$ cat config.mk
export PLATFORM = sky130hd
export DESIGN_NAME = uart_tx_flat
export DESIGN_NICKNAME = d
export VERILOG_FILES = /design/src/rtl/uart_pkg.sv /design/src/rtl/uart_tx_if.sv /design/src/rtl/uart_parity_calc.sv /design/src/rtl/uart_tx.sv /design/src/flat_wrapper.sv
export SDC_FILE = /design/constraint.sdc
export NUM_CORES = 1
export LEC_CHECK = 0
export ABC_CLOCK_PERIOD_IN_PS = 3400
export BUFFER_PORTS_ARGS = -buffer_cell sky130_fd_sc_hd__buf_2
export CAP_MARGIN = 10
export CORE_MARGIN = 5
export CORE_UTILIZATION = 57
export CTS_BUF_LIST = sky130_fd_sc_hd__clkbuf_4 sky130_fd_sc_hd__clkbuf_8
export CTS_CLUSTER_DIAMETER = 150
export DETAILED_ROUTE_END_ITERATION = 8
export GPL_ROUTABILITY_DRIVEN = 0
export PLACE_DENSITY_LB_ADDON = 0.05
export SLEW_MARGIN = 20
export SYNTH_ARGS = -nofsm -noshare
export SYNTH_HDL_FRONTEND = slang
export SYNTH_HIERARCHICAL = 1
export SYNTH_SLANG_ARGS = --single-unit
$ cat constraint.sdc
create_clock -name clk -period 3.4 [get_ports clk]
set_input_delay 0.51 -clock clk [delete_from_list [all_inputs] [get_ports clk]]
set_output_delay 0.51 -clock clk [all_outputs]
set_load 0.03 [all_outputs]
$ cat src/rtl/uart_pkg.sv
// Shared UART definitions: FSM state encoding, parity selectors, line levels.
// Imported by both the transmitter and the receiver.
package uart_pkg;

  localparam int unsigned DEF_DATA_WIDTH = 8;

  localparam logic PAR_EVEN = 1'b0;
  localparam logic PAR_ODD  = 1'b1;

  localparam logic LINE_IDLE = 1'b1;
  localparam logic START_BIT = 1'b0;
  localparam logic STOP_BIT  = 1'b1;

  typedef enum logic [2:0] {
    IDLE   = 3'd0,
    START  = 3'd1,
    DATA   = 3'd2,
    PARITY = 3'd3,
    STOP   = 3'd4
  } uart_state_e;

endpackage

$ cat src/rtl/uart_tx_if.sv
// Parallel request side and serial line of the UART transmitter.
interface uart_tx_if #(
  parameter int unsigned DATA_WIDTH = uart_pkg::DEF_DATA_WIDTH
) ();

  logic [DATA_WIDTH-1:0] p_data;
  logic                  data_valid;
  logic                  par_en;
  logic                  par_typ;
  logic                  tx_out;
  logic                  busy;

  modport master (
    output p_data, data_valid, par_en, par_typ,
    input  tx_out, busy
  );

  modport slave (
    input  p_data, data_valid, par_en, par_typ,
    output tx_out, busy
  );

endinterface

$ cat src/rtl/uart_parity_calc.sv
// Combinational parity generator, shared by the transmitter and the receiver check.
module uart_parity_calc
  import uart_pkg::*;
#(
  parameter int unsigned DATA_WIDTH = DEF_DATA_WIDTH
) (
  input  logic [DATA_WIDTH-1:0] data,
  input  logic                  par_typ,
  output logic                  par_bit
);

  // Even parity makes the total count of ones even; odd parity inverts it.
  assign par_bit = (^data) ^ (par_typ == PAR_ODD);

endmodule

$ cat src/rtl/uart_tx.sv
// UART transmitter: start bit, LSB-first data, optional parity, stop bit,
// one bit per clk cycle; tx_out and busy are driven straight from flops.
module uart_tx
  import uart_pkg::*;
#(
  parameter int unsigned DATA_WIDTH = DEF_DATA_WIDTH
) (
  input  logic      clk,
  input  logic      rst,
  uart_tx_if.slave  bus
);

  localparam int unsigned CNT_W = (DATA_WIDTH > 1) ? $clog2(DATA_WIDTH) : 1;

  uart_state_e           state;
  logic [DATA_WIDTH-1:0] data_q;
  logic [CNT_W-1:0]      cnt;
  logic                  par_en_q;
  logic                  par_typ_q;
  logic                  tx_q;
  logic                  busy_q;
  logic                  par_bit;
  logic [CNT_W-1:0]      cnt_nxt;
  logic                  last_bit;

  uart_parity_calc #(.DATA_WIDTH(DATA_WIDTH)) u_par (
    .data    (data_q),
    .par_typ (par_typ_q),
    .par_bit (par_bit)
  );

  assign cnt_nxt  = cnt + CNT_W'(1);
  assign last_bit = (cnt == CNT_W'(DATA_WIDTH - 1));

  // Each transition loads the line level of the state being entered,
  // so the registered outputs line up with the state register.
  always_ff @(posedge clk) begin
    if (rst) begin
      state     <= IDLE;
      data_q    <= '0;
      cnt       <= '0;
      par_en_q  <= 1'b0;
      par_typ_q <= PAR_EVEN;
      tx_q      <= LINE_IDLE;
      busy_q    <= 1'b0;
    end else begin
      case (state)
        IDLE: begin
          tx_q   <= LINE_IDLE;
          busy_q <= 1'b0;
          cnt    <= '0;
          if (bus.data_valid) begin
            data_q    <= bus.p_data;
            par_en_q  <= bus.par_en;
            par_typ_q <= bus.par_typ;
            state     <= START;
            tx_q      <= START_BIT;
            busy_q    <= 1'b1;
          end
        end
        START: begin
          state  <= DATA;
          cnt    <= '0;
          tx_q   <= data_q[0];
          busy_q <= 1'b1;
        end
        DATA: begin
          busy_q <= 1'b1;
          if (last_bit) begin
            cnt <= '0;
            if (par_en_q) begin
              state <= PARITY;
              tx_q  <= par_bit;
            end else begin
              state <= STOP;
              tx_q  <= STOP_BIT;
            end
          end else begin
            cnt  <= cnt_nxt;
            tx_q <= data_q[cnt_nxt];
          end
        end
        PARITY: begin
          state  <= STOP;
          tx_q   <= STOP_BIT;
          busy_q <= 1'b1;
        end
        STOP: begin
          state  <= IDLE;
          tx_q   <= LINE_IDLE;
          busy_q <= 1'b0;
        end
        default: begin
          state  <= IDLE;
          cnt    <= '0;
          tx_q   <= LINE_IDLE;
          busy_q <= 1'b0;
        end
      endcase
    end
  end

  assign bus.tx_out = tx_q;
  assign bus.busy   = busy_q;

endmodule

$ cat src/flat_wrapper.sv
// flat-port wrapper written by rule: the top's interface ports become plain ports
module uart_tx_flat import uart_pkg::*;
#(
  parameter int unsigned DATA_WIDTH = DEF_DATA_WIDTH
)
  (clk, rst, bus_p_data, bus_data_valid, bus_par_en, bus_par_typ, bus_tx_out, bus_busy);
  uart_tx_if #(.DATA_WIDTH(DATA_WIDTH)) bus_i ();
  input  logic clk;
  input  logic rst;
  input wire logic [$bits(bus_i.p_data)-1:0] bus_p_data;
  input wire logic [$bits(bus_i.data_valid)-1:0] bus_data_valid;
  input wire logic [$bits(bus_i.par_en)-1:0] bus_par_en;
  input wire logic [$bits(bus_i.par_typ)-1:0] bus_par_typ;
  output wire logic [$bits(bus_i.tx_out)-1:0] bus_tx_out;
  output wire logic [$bits(bus_i.busy)-1:0] bus_busy;
  assign bus_i.p_data = bus_p_data;
  assign bus_i.data_valid = bus_data_valid;
  assign bus_i.par_en = bus_par_en;
  assign bus_i.par_typ = bus_par_typ;
  assign bus_tx_out = bus_i.tx_out;
  assign bus_busy = bus_i.busy;
  uart_tx #(.DATA_WIDTH(DATA_WIDTH)) u_core (.clk(clk), .rst(rst), .bus(bus_i));
endmodule
==> results.yml <==
outcome:
  status: "complete, no violations"
clock_tree:
  cts_setup_buffers: 0
  cts_sinks: 18
  cts_made_buffers: 3
  insertion_delay_ns: 0.29
  ctsHtreeMaxLevel: 1
  cts_hold_buffers: 0
  root_buffer: "clkbuf_4"
  post_cts_resized: 0
  clockBufferDepth: 2
  clkTransAtPathRegs_ns: 0.11
  cts_tree: "built"
placement:
  post-dp-hpwl_um: 1379
  dp.cells: 127
  placed_area_sq_um: 984.7
  place_ws_ns: 1.598
  port-buffer-count: 14
power:
  leakagePower_nw: 0.4123
  power_uw: 527.2
  ir_drop_mv: 0.3191
  power_density_nw_per_um2: 516.3
job:
  cap_viol_max_count: 0
synth:
  ys_warn_count: 6
  synth_edf_count: 0
  yosysUniqueCellTypes: 35
  syn_avg_cell_area_sq_um: 9.175
  synth_top_cell_by_area: "dfxtp_1"
  yosysSeqAreaShare: 0.3850
  synth_top_area_frac: 0.3850
  synth_common_cells: "24 x nand2_1, 18 x dfxtp_1, 14 x a21oi_1, 4 x xnor2_1"
  netlist_instances: 102
  netlist_area_sq_um: 935.9
  ys_ff_latch: 18
  synthesis.nets: 117
  synth_area_leaders: "dfxtp_1 39%, nand2_1 9.6%, a21oi_1 7.5%, xnor2_1 3.7%, ha_1 2.7%"
  ys_async_sr_fraction: 0
  yosys.cell_count.top_type: "nand2_1"
  ys.flop_type: "dfxtp_1"
die:
  die_w_um: 50.52
  rows: 14
  io_pins: 15
  fp.coreArea_sq_um: 1524
  die_h_um: 50.52
  start_util: 0.6141
  dieArea_sq_um: 2552
final_layout:
  diodes: 0
  drive_above_1_share: 0.2348
  num-fill-cells: 131
  area_growth_pct: 9.091
  fin_cells: 131
  postLayoutCellArea_sq_um: 1021
  fin_nets: 131
  postLayoutCoreUtil: 0.6700
grt:
  grt_max_degree: 15
  grt_usage: 0.1540
  grt_pass1_vias: 679
  grt_pass1_wl_um: 3036
  antenna_found_initial: 0
  grt-ovfl-total: 0
sta:
  fmax_ghz: 0.5522
  fin_skew_ns: 0.006285
  finalSetupTns_ns: 0
  finalHoldViolCount: 0
  fin_crit_ns: 1.811
  setup_ws_ns: 1.589
  grt_setup_unrepaired: "false"
  max_slew_margin: 0.6322
  period_share: 0.5326
  slew_viol_final: 0
  hold_ws_ns: 0.4477
  worstMarginPinSlew_ns: 0.5494
  report.final.setup_viol: 0
drt:
  drt_pass1_iterations: 4
  vias_per_cell: 5.771
  wl_per_cell_um: 14.15
  vias: 756
  wirelength_um: 1854
  drt-initial-drc-count: 20
  antenna_left: 0
  drc: 0
setup_path:
  slowest_stage: "mux4_2"
  path_max_fanout: 6
  end_kind: "register"
  critPathMaxStageDelay_ns: 0.53
  cpMostUsedCell: "ha_1"
  crit_arrival_ns: 1.99
  cp_cell_sequence: "ha_1 -> ha_1 -> mux4_2 -> o2111ai_1 -> o211ai_1"
  worstPathRequired_ns: 3.58
  critical_path_class: "register to register"
  startpoint_type: "register"
min_path:
  hp-class: "input port to register"
power by group:
group	internal [mW]	switching [mW]	total, mW
Sequential	0.232	0.0299	0.262
Clock	0.0652	0.0670	0.132
Combinational	0.0685	0.0645	0.133
Total	0.366	0.161	0.527
layer usage:
| layer | up-vias | track usage | wire length (um) |
|---|---|---|---|
| met5 | - | 0 | 0 |
| met4 | 0 | 0.06383 | 14 |
| met3 | 2 | 0.03550 | 83 |
| met2 | 16 | 0.2355 | 915 |
| met1 | 358 | 0.2069 | 842 |
| li1 | 380 | - | - |
critical path, delay by kind of cell (launching register included):
family | cells | cell delay (ns)
multiplexers | 1 | 0.53
flip-flops | 1 | 0.38
adder cells (fa/ha/maj) | 2 | 0.57
AO/OA/AOI/OAI | 2 | 0.23
state kept, by name (all words and copies together), names as in the netlist:
name	count
u_core/cnt	3
u_core/bus.busy	1
u_core/state	3
u_core/par_en_q	1
u_core/data_q	8
u_core/bus.tx_out	1
u_core/par_typ_q	1
cell usage in the layout (no fill, tap or decap), types with 2 or more instances in the layout:
cell type  Yosys  layout
nor2_1         3       3
nand2b_1       2       2
clkbuf_4       0       3
a21oi_1       14      14
nand3b_1       2       2
buf_2          2      14
xnor2_1        4       4
mux2_2         2       2
nor3b_2        2       2
ha_1           2       2
o21ai_0        3       3
nand2_1       24      24
dfxtp_1       18      18
logic make-up (layout without fill, tap and decap cells):
group	count (synthesis)	after routing	synth area share
simple gates	41	41	0.2473
compound gates	25	25	0.1564
flops	18	18	0.3850
xor+xnor	7	7	0.08824
buf+inv	6	19	0.04812
mux	3	3	0.04812
fa+ha+maj	2	2	0.02673
layout make-up:
type | instances | area, sq um | area share
Sequential cell | 18 | 360.3 | 0.3529
Clock buffer | 4 | 36.28 | 0.03554
Inverter | 1 | 3.754 | 0.003676
Tap cell | 16 | 20.02 | 0.01961
Timing Repair Buffer | 14 | 70.07 | 0.06863
Multi-Input combinational cell | 78 | 530.5 | 0.5196
path summary, 6_finish.rpt:
| check | from | to | slack, ns | depth (start not counted) |
|---|---|---|---|---|
| worst max-delay path | u_core/cnt[0]$_SDFFE_PP0N_ | u_core/bus.tx_out$_SDFF_PP1_ | 1.59 | 5 |
| worst min register to register | u_core/par_en_q$_SDFFE_PP0P_ | u_core/par_en_q$_SDFFE_PP0P_ | 0.47 | 2 |
| worst max register to register | u_core/cnt[0]$_SDFFE_PP0N_ | u_core/bus.tx_out$_SDFF_PP1_ | 1.59 | 5 |
| worst min-delay path | bus_par_en | u_core/par_en_q$_SDFFE_PP0P_ | 0.45 | 3 |
No activity file was read; power rests on OpenSTA's default activity.
